File: src/rtl/vram_sync_ctrl_if.sv
// Signal bundle between the CPU/PPU control side and the VRAM buffer-copy sequencer.
// The sequencer sits on the slave modport; whoever drives requests and models the sync_writers uses master.
interface vram_sync_ctrl_if #(
   parameter int NUM_RAMS = 4,
   parameter int CNT_W    = 16
);
   logic                sync_req;
   logic [NUM_RAMS-1:0] sync_mask;
   logic                vblank_start;
   logic                vblank_end;
   logic [NUM_RAMS-1:0] sw_sync;
   logic [NUM_RAMS-1:0] sw_done;
   logic                cpu_wr_lock;
   logic                pending;
   logic                busy;
   logic                sync_ack;
   logic                overrun;
   logic                overrun_clr;
   logic [CNT_W-1:0]    last_cycles;

   // Start/done are single-cycle pulses with no backpressure: sw_sync[i] is a one-cycle start,
   // sw_done[i] a one-cycle completion, and sync_req/vblank_* are one-cycle events sampled each clock.
   modport slave (
      input  sync_req, sync_mask, vblank_start, vblank_end, sw_done, overrun_clr,
      output sw_sync, cpu_wr_lock, pending, busy, sync_ack, overrun, last_cycles
   );

   modport master (
      output sync_req, sync_mask, vblank_start, vblank_end, sw_done, overrun_clr,
      input  sw_sync, cpu_wr_lock, pending, busy, sync_ack, overrun, last_cycles
   );
endinterface

File: src/rtl/vram_sync_ctrl.sv
// Arms a CPU swap request and, at the next vblank start, pulses each enabled sync_writer in
// ascending order, waiting for its done; locks CPU writes while copying and times the copy.
module vram_sync_ctrl #(
   parameter int NUM_RAMS = 4,
   parameter int CNT_W    = 16
) (
   input  logic                clk,
   input  logic                rst_n,
   vram_sync_ctrl_if.slave     bus,
   output logic [1:0]          dbg_state_o
);
   localparam int IDX_W = (NUM_RAMS > 1) ? $clog2(NUM_RAMS) : 1;
   localparam logic [NUM_RAMS-1:0] ONE_HOT0 = NUM_RAMS'(1);

   typedef enum logic [1:0] {
      S_IDLE  = 2'd0,
      S_ARMED = 2'd1,
      S_RUN   = 2'd2,
      S_WAIT  = 2'd3
   } state_e;

   state_e              state_q;
   logic [NUM_RAMS-1:0] mask_q;
   logic [IDX_W-1:0]    idx_q;
   logic [CNT_W-1:0]    cnt_q;
   logic [NUM_RAMS-1:0] sw_sync_q;
   logic                lock_q;
   logic                pending_q;
   logic                busy_q;
   logic                sync_ack_q;
   logic                overrun_q;
   logic [CNT_W-1:0]    last_cycles_q;

   logic                first_vld_d;
   logic [IDX_W-1:0]    first_idx_d;
   logic                next_vld_d;
   logic [IDX_W-1:0]    next_idx_d;
   logic [CNT_W-1:0]    cnt_inc_d;
   logic                copying_d;
   logic                done_hit_d;

   // Lowest enabled RAM at copy start, and the lowest enabled RAM above the current one.
   always_comb begin
      first_vld_d = 1'b0;
      first_idx_d = '0;
      next_vld_d  = 1'b0;
      next_idx_d  = '0;
      for (int i = NUM_RAMS - 1; i >= 0; i--) begin
         if (bus.sync_mask[i]) begin
            first_vld_d = 1'b1;
            first_idx_d = IDX_W'(i);
         end
         if (mask_q[i] && (i > int'(idx_q))) begin
            next_vld_d = 1'b1;
            next_idx_d = IDX_W'(i);
         end
      end
   end

   assign cnt_inc_d  = (cnt_q == {CNT_W{1'b1}}) ? cnt_q : cnt_q + 1'b1;
   assign copying_d  = (state_q == S_RUN) || (state_q == S_WAIT);
   assign done_hit_d = bus.sw_done[idx_q];

   always_ff @(posedge clk or negedge rst_n) begin
      if (!rst_n) begin
         state_q       <= S_IDLE;
         mask_q        <= '0;
         idx_q         <= '0;
         cnt_q         <= '0;
         sw_sync_q     <= '0;
         lock_q        <= 1'b0;
         pending_q     <= 1'b0;
         busy_q        <= 1'b0;
         sync_ack_q    <= 1'b0;
         overrun_q     <= 1'b0;
         last_cycles_q <= '0;
      end else begin
         sw_sync_q  <= '0;
         sync_ack_q <= 1'b0;

         // Set has priority over clear.
         if (bus.overrun_clr) overrun_q <= 1'b0;
         if (copying_d && bus.vblank_end) overrun_q <= 1'b1;

         case (state_q)
            S_IDLE: begin
               if (bus.sync_req) begin
                  pending_q <= 1'b1;
                  state_q   <= S_ARMED;
               end
            end
            S_ARMED: begin
               if (bus.vblank_start) begin
                  pending_q <= bus.sync_req;
                  mask_q    <= bus.sync_mask;
                  cnt_q     <= '0;
                  if (first_vld_d) begin
                     idx_q     <= first_idx_d;
                     sw_sync_q <= ONE_HOT0 << first_idx_d;
                     busy_q    <= 1'b1;
                     lock_q    <= 1'b1;
                     state_q   <= S_RUN;
                  end else begin
                     sync_ack_q <= 1'b1;
                     state_q    <= bus.sync_req ? S_ARMED : S_IDLE;
                  end
               end
            end
            S_RUN: begin
               cnt_q <= cnt_inc_d;
               if (bus.sync_req) pending_q <= 1'b1;
               state_q <= S_WAIT;
            end
            S_WAIT: begin
               cnt_q <= cnt_inc_d;
               if (bus.sync_req) pending_q <= 1'b1;
               if (done_hit_d) begin
                  if (next_vld_d) begin
                     idx_q     <= next_idx_d;
                     sw_sync_q <= ONE_HOT0 << next_idx_d;
                     state_q   <= S_RUN;
                  end else begin
                     // cnt_inc_d includes this done cycle in the reported duration.
                     sync_ack_q    <= 1'b1;
                     last_cycles_q <= cnt_inc_d;
                     busy_q        <= 1'b0;
                     lock_q        <= 1'b0;
                     state_q       <= (pending_q || bus.sync_req) ? S_ARMED : S_IDLE;
                  end
               end
            end
            default: state_q <= S_IDLE;
         endcase
      end
   end

   assign bus.sw_sync     = sw_sync_q;
   assign bus.cpu_wr_lock = lock_q;
   assign bus.pending     = pending_q;
   assign bus.busy        = busy_q;
   assign bus.sync_ack    = sync_ack_q;
   assign bus.overrun     = overrun_q;
   assign bus.last_cycles = last_cycles_q;
   assign dbg_state_o     = state_q;
endmodule

File: src/flat_wrapper.sv
// flat-port wrapper written by rule: the top's interface ports become plain ports
module vram_sync_ctrl_flat 
#(
   parameter int NUM_RAMS = 4,
   parameter int CNT_W    = 16
)
  (clk, rst_n, dbg_state_o, bus_sync_req, bus_sync_mask, bus_vblank_start, bus_vblank_end, bus_sw_done, bus_overrun_clr, bus_sw_sync, bus_cpu_wr_lock, bus_pending, bus_busy, bus_sync_ack, bus_overrun, bus_last_cycles);
  vram_sync_ctrl_if #(.NUM_RAMS(NUM_RAMS), .CNT_W(CNT_W)) bus_i ();
  input  logic clk;
  input  logic rst_n;
  output logic [1:0] dbg_state_o;
  input wire logic [$bits(bus_i.sync_req)-1:0] bus_sync_req;
  input wire logic [$bits(bus_i.sync_mask)-1:0] bus_sync_mask;
  input wire logic [$bits(bus_i.vblank_start)-1:0] bus_vblank_start;
  input wire logic [$bits(bus_i.vblank_end)-1:0] bus_vblank_end;
  input wire logic [$bits(bus_i.sw_done)-1:0] bus_sw_done;
  input wire logic [$bits(bus_i.overrun_clr)-1:0] bus_overrun_clr;
  output wire logic [$bits(bus_i.sw_sync)-1:0] bus_sw_sync;
  output wire logic [$bits(bus_i.cpu_wr_lock)-1:0] bus_cpu_wr_lock;
  output wire logic [$bits(bus_i.pending)-1:0] bus_pending;
  output wire logic [$bits(bus_i.busy)-1:0] bus_busy;
  output wire logic [$bits(bus_i.sync_ack)-1:0] bus_sync_ack;
  output wire logic [$bits(bus_i.overrun)-1:0] bus_overrun;
  output wire logic [$bits(bus_i.last_cycles)-1:0] bus_last_cycles;
  assign bus_i.sync_req = bus_sync_req;
  assign bus_i.sync_mask = bus_sync_mask;
  assign bus_i.vblank_start = bus_vblank_start;
  assign bus_i.vblank_end = bus_vblank_end;
  assign bus_i.sw_done = bus_sw_done;
  assign bus_i.overrun_clr = bus_overrun_clr;
  assign bus_sw_sync = bus_i.sw_sync;
  assign bus_cpu_wr_lock = bus_i.cpu_wr_lock;
  assign bus_pending = bus_i.pending;
  assign bus_busy = bus_i.busy;
  assign bus_sync_ack = bus_i.sync_ack;
  assign bus_overrun = bus_i.overrun;
  assign bus_last_cycles = bus_i.last_cycles;
  vram_sync_ctrl #(.NUM_RAMS(NUM_RAMS), .CNT_W(CNT_W)) u_core (.clk(clk), .rst_n(rst_n), .bus(bus_i), .dbg_state_o(dbg_state_o));
endmodule
File: config.mk
export PLATFORM = sky130hd
export DESIGN_NAME = vram_sync_ctrl_flat
export DESIGN_NICKNAME = d
export VERILOG_FILES = /design/src/rtl/vram_sync_ctrl_if.sv /design/src/rtl/vram_sync_ctrl.sv /design/src/flat_wrapper.sv
export SDC_FILE = /design/constraint.sdc
export NUM_CORES = 1
export LEC_CHECK = 0
export BUFFER_PORTS_ARGS = -buffer_cell sky130_fd_sc_hd__buf_2
export CAP_MARGIN = 20
export CORE_UTILIZATION = 50
export CTS_CLUSTER_SIZE = 16
export DETAILED_ROUTE_END_ITERATION = 6
export PLACE_DENSITY = 0.82
export SKIP_CTS_REPAIR_TIMING = 1
export SLEW_MARGIN = 20
export SYNTH_ARGS = -nofsm -noshare
export SYNTH_HDL_FRONTEND = slang
export SYNTH_SLANG_ARGS = --single-unit
File: constraint.sdc
create_clock -name clk -period 2.6 [get_ports clk]
set_input_delay 0.39 -clock clk [delete_from_list [all_inputs] [get_ports clk]]
set_output_delay 0.39 -clock clk [all_outputs]
set_load 0.01 [all_outputs]
Word level (Yosys, flattened, before mapping) --
Cells that the tools add are included.
Storage, ports and cells: register bits after elaboration 48, input port bits 14, word-level logic and storage cells 100
Operators by class: add/sub/neg operators 1, order comparisons 4, equality and inequality tests 11, shift operators 2, mux-type cells 52, bitwise logic cells 1, reduce and logical (&&, ||, !) cells 19
Operator list (number):
- two-way mux 16 bit | 2
- two-way mux 2 bit | 16
- one-hot mux 16 bit (2 select lines) | 1
- two-way mux 1 bit | 22
- adder 16 x 1 -> 16 bit (second input constant) | 1
- equality test 16 bit (second input constant) | 1
- two-way mux 4 bit | 4
- AND reduction 5 bit | 2
- != test 2 x 1 -> 1 bit (second input constant) | 4
- one-hot mux 2 bit (4 select lines) | 1
- one-hot mux 4 bit (2 select lines) | 1
- left shift 1 x 2 -> 4 bit (first input constant) | 2
- != test 2 bit (second input constant) | 3
- one-hot mux 1 bit (2 select lines) | 3
- AND reduction 2 bit | 3
- AND reduction 3 bit | 2
- nonzero test 2 bit | 3
- equality test 2 bit (second input constant) | 2
- > comparator 2 bit (first input constant) | 2
- logical AND 1 bit | 4
- one-hot mux 2 bit (2 select lines) | 1
- < comparator 2 x 3 -> 1 bit (second input constant) | 1
- OR reduction 3 bit | 1
- binary-select mux 1 bit (select 2 bit) | 1
- 6 further kinds | 7

Logic depth before layout (Yosys ltp) --
word-level depth 9, depth in mapped cells 6, depth with buffers taken out 5

Least setup slack after synthesis --
Ideal clock, no wire load.
kind reg-to-reg, start reg u_core.idx_q[0], end reg u_core.state_q[0] (netlist: u_core.dbg_state_o[0]), library setup time 0.126 ns, data arrival time 1.752 ns, setup slack 0.723 ns, cell stages (with the launch flop) 7, path buffers 3, period minus slack after synthesis 1.877 ns, path through dfrtp_1 > mux4_2 > buf_6 > and2_4 > buf_6 > buf_8 > a221o_1
On the way: cells in the longest elaborated chain, start to end 8
Ends and longest elaborated chain:
- start, declared | RTL line vram_sync_ctrl.sv:24 | logic [IDX_W-1:0] idx_q;
- start signal, assigned | RTL line vram_sync_ctrl.sv:98 | idx_q <= first_idx_d;
- start signal, assigned | RTL line vram_sync_ctrl.sv:119 | idx_q <= next_idx_d;
- > comparator 2 bit | RTL line vram_sync_ctrl.sv:53 | if (mask_q[i] && (i > int'(idx_q))) begin
- logical AND 1 bit | RTL line vram_sync_ctrl.sv:53
- two-way mux 1 bit (3 in a row) | RTL line vram_sync_ctrl.sv:53
- two-way mux 2 bit | RTL line vram_sync_ctrl.sv:118 | if (next_vld_d) begin
- two-way mux 2 bit | RTL line vram_sync_ctrl.sv:117 | if (done_hit_d) begin
- one-hot mux 2 bit (4 select lines) | RTL line vram_sync_ctrl.sv:85 | case (state_q)
- end signal, assigned | RTL line vram_sync_ctrl.sv:105 | state_q <= bus.sync_req ? S_ARMED : S_IDLE;
- end signal, assigned | RTL line vram_sync_ctrl.sv:128 | state_q <= (pending_q || bus.sync_req) ? S_ARMED : S_IDLE;
- end, declared | RTL line vram_sync_ctrl.sv:22 | state_e state_q;
Several ways; a longest one is shown, not always the timed one. The select of a mux whose other input is x is not followed. A chain may end at the register's enable or synchronous reset.

Worst setup path in the final report --
start reg u_core.cnt_q[0], end reg u_core.cnt_q[7]
On the way: cells in the longest elaborated chain, start to end 3
Ends and longest elaborated chain:
- start, declared | RTL line vram_sync_ctrl.sv:25 | logic [CNT_W-1:0] cnt_q;
- start signal, assigned | RTL line vram_sync_ctrl.sv:110 | cnt_q <= cnt_inc_d;
- start signal, assigned | RTL line vram_sync_ctrl.sv:115 | cnt_q <= cnt_inc_d;
- adder 16 x 1 -> 16 bit or equality test 16 bit (tied branches) | RTL line vram_sync_ctrl.sv:60 | assign cnt_inc_d = (cnt_q == {CNT_W{1'b1}}) ? cnt_q : cnt_q + 1'b1;
- two-way mux 16 bit * | RTL line vram_sync_ctrl.sv:60
- one-hot mux 16 bit (2 select lines) * | RTL line vram_sync_ctrl.sv:85
Mark *: on every way between the ends. The rest lies on a longest branch, timed or not.

==> impl_summary.md <==
Status
The flow ran to the end, and the final reports show no timing, DRC or antenna violations.

Floorplanning
The starting utilization of the core area is 0.5176. The die outline height is 71.93 µm. The core box area is 0.004723 mm². The number of primary I/O pins is 41. The horizontal die dimension is 71.93 µm. The floorplan step defined a die boundary enclosing 0.005173 mm². The number of cell rows is 25.

Synthesis
In the synthesized netlist the dominant register cell turns out to be sky130_fd_sc_hd__dfrtp_1. The number of register bits inferred by synthesis is 47. In this run, distinct cell masters in the synthesized netlist total 48.

The number of synthesis warnings is 0. Counting flops with an async set or reset pin after synthesis yields a share of 1.000. The post-synthesis cell count is 236.

After synthesis the cells add up to 0.002445 mm². The mean area per synthesized cell is 10.36 µm². The post-synthesis net count is 251. In this run, synthesis inferred 0 flip-flops with an integrated enable. Of the synthesized area, sequential elements account for 0.4811.

Pwr
The overall power of the completed layout is 2906 µW. The total power per unit cell area is 1038 mW/mm². In this run the static leakage power is 0.001346 µW.

Across the VDD grid, the largest voltage drop is 0.4119 mV.

Clocking
The total number of clock tree sinks is 47. After clock tree synthesis, the clock-pin slew on the worst setup and hold paths is 90 ps. The number of clock buffers added by TritonCTS is 5. The tree is rooted in a sky130_fd_sc_hd__clkbuf_8. The H-tree generated during clock tree synthesis spans 2 levels. No sink is reached through more buffers than the 2 on the longest clock path.

TritonCTS built the clock tree. For the worst-skew pair, the clock arrives at the later sink with an insertion delay of 300 ps.

Timing
In the finished design, the share of the clock period the worst path needs comes to 0.8052. Across the routed clock network, the largest skew measured is 7.807 ps. Adding up every negative setup slack in the final design gives 0 ps.

The max-slew violation count was 0. The maximum achievable frequency is 0.4777 GHz. The worst hold slack is 41.36 ps.

The post-layout minimum cycle time is 2093 ps. Setup violations remaining at the end of the flow were counted as 0. The setup slack of the critical path after layout is 506.6 ps. The max-slew headroom at the worst pin is 0.5528. The number of hold violations in the final report was 0. The worst-margin pin slew is 669.2 ps.

Setup repair after global routing left no endpoint under its margin.

GRT
The via count of the first global-routing pass is 1904. The wire length of the first global-routing pass is 8935 µm. For this run, the total global-route usage over all layers was measured as 0.2219.

The total overflow left after global routing is 0. The pin count of the biggest net entering global routing is 30. The initial antenna violation count came to 0.

Drt
In the final routed layout, each cell accounts on average for 16.01 µm. The DRC violations left is 0. The total length of routed wires is 5412 µm. Summing over every cut layer, the via total after detailed routing is 2081. For this run, the detailed router's first-pass iteration total came to 5.

The detail route stage leaves a number of antenna-violating nets equal to 0. After detailed routing, the number of vias per cell comes to 6.157. For this block, the initial DRC count from the detailed router was 196.

Finish
Compared with the post-synthesis result, the final layout area differs by 14.48%. The net count of the finished layout is 285. 0 antenna diodes ended up in the layout.

The fraction of the core area covered by cells at the end of the flow is 0.5926. The fill cell instance count of the final layout is 402. The fraction of final layout cells sized beyond drive strength 1 is 0.2768.

Worst setup path
The startpoint of the worst register-to-register path is u_core.cnt_q[0]. STA classifies the critical path endpoint as a register. STA puts the critical path data required time at 2800 ps. STA classifies the critical path startpoint as a register.

The startpoint of the worst setup timing path is u_core.cnt_q[0]. By startpoint and endpoint, the worst setup path is classified as register to register. The largest fanout of any net on the critical path is 11.

The arrival time at the worst endpoint is 2300 ps.

Placement
The half-perimeter wire length after placement is 3597 µm. The routability-driven placement congestion ratio is 0.9507. The number of buffers added on ports is 40. Before CTS, the worst setup slack after placement is 577.0 ps.

Job
The tool flagged a number of max-cap violations equal to 0.

Worst hold path
The type of the most critical hold path is input port to async pin.
## worst paths after layout
kind,cells past startpoint,to,slack (ps)
worst max register to register,6,u_core.cnt_q[7],510
min in group clk,2,u_core.bus.overrun,280
worst min-delay path,1,u_core.bus.last_cycles[3],40
max in group asynchronous,2,u_core.bus.sw_sync[1],1840
worst max-delay path,6,u_core.cnt_q[7],510
worst min register to register,1,u_core.bus.last_cycles[9],510
## critical path: stages (launching register included)
cell and delay [ps]:
sky130_fd_sc_hd__dfrtp_1 450, sky130_fd_sc_hd__ha_1 240, sky130_fd_sc_hd__and3_1 440, sky130_fd_sc_hd__nand4_1 180
sky130_fd_sc_hd__buf_4 210, sky130_fd_sc_hd__and2_1 220, sky130_fd_sc_hd__a211oi_1 250
## cell usage after synthesis, drive strengths merged (2+ instances only)
| library cell | number | share of area |
|---|---|---|
| clkbuf | 11 | 0.017 |
| and2 | 9 | 0.024 |
| a21o | 3 | 0.0097 |
| mux2 | 14 | 0.064 |
| or4 | 2 | 0.0061 |
| and3 | 7 | 0.018 |
| nand4 | 6 | 0.015 |
| inv | 6 | 0.0092 |
| dfrtp | 47 | 0.48 |
| nor4 | 2 | 0.011 |
| a211oi | 6 | 0.018 |
| a21oi | 30 | 0.061 |
| nand3 | 9 | 0.018 |
| a31oi | 15 | 0.038 |
| or2 | 2 | 0.0051 |
| nor2b | 3 | 0.0077 |
| a22o | 3 | 0.011 |
| xor2 | 4 | 0.014 |
| nor2 | 8 | 0.012 |
| mux2i | 5 | 0.020 |
| and4 | 4 | 0.014 |
| nor3 | 3 | 0.0061 |
| buf | 6 | 0.023 |
| o21ai | 5 | 0.010 |
| nand2 | 9 | 0.014 |
## layout make-up
cell class / count / area [µm²] / area share
clock buffer: 5 / 68.82 / 0.02459
clock inverter: 3 / 67.56 / 0.02414
inverter: 6 / 22.52 / 0.008047
multi-input combinational: 166 / 1150 / 0.4108
sequential: 47 / 1176 / 0.4202
tap: 67 / 83.83 / 0.02995
timing repair buffer: 44 / 230.2 / 0.08225
## kinds of logic (layout without fill, tap and decap cells)
| family | count (synthesis) | in the layout | synth area share |
|---|---|---|---|
| xor gates and xnor gates | 4 | 4 | 0.01433 |
| buffers and inverters | 23 | 58 | 0.04862 |
| muxes | 20 | 20 | 0.09417 |
| and+or+nand+nor | 68 | 68 | 0.1653 |
| AOI/OAI and AO/OA | 73 | 73 | 0.1914 |
| adders and majority gates | 1 | 1 | 0.005117 |
| DFF | 47 | 47 | 0.4811 |
## power breakdown
| part | leakage, µW | switching, µW | internal [µW] |
|---|---|---|---|
| Clock | 0.0000644 | 254 | 383 |
| Combinational | 0.000684 | 634 | 495 |
| Sequential | 0.000598 | 189 | 950 |
| Total | 0.00135 | 1080 | 1830 |
## metrics by stage
step           std cells  instance area [µm²]
2_1_floorplan        236                 2445
3_3_place_gp         330                 2663
3_5_place_dp         330                 2663
4_1_cts              338                 2799
5_1_grt              338                 2799
6_report             338                 2799
## cells in the final DEF (no fill, tap or decap), drive strengths merged, types with 6 or more instances in the layout
master	netlist	layout
and2	9	9
nor2	8	8
and3	7	7
a211oi	6	6
a21oi	30	30
nand4	6	6
a31oi	15	15
mux2	14	14
dfrtp	47	47
nand3	9	9
inv	6	6
nand2	9	9
buf	6	44
## per-layer routing
metal	wire [µm]	vias up	GRT usage
met2	2527	97	0.3522
li1	-	958	-
met5	0	-	0
met3	353	12	0.04306
met4	101	0	0.08279
met1	2429	1014	0.3056
## flip-flops by register name, indices dropped and copies added (netlist names)
register	cells
u_core.bus.sw_sync	4
u_core.dbg_state_o	2
u_core.idx_q	2
u_core.bus.overrun	1
u_core.bus.cpu_wr_lock	1
u_core.mask_q	3
u_core.bus.sync_ack	1
u_core.cnt_q	16
u_core.bus.last_cycles	16
u_core.bus.pending	1
Note: power is estimated with default switching activity, not from simulation.
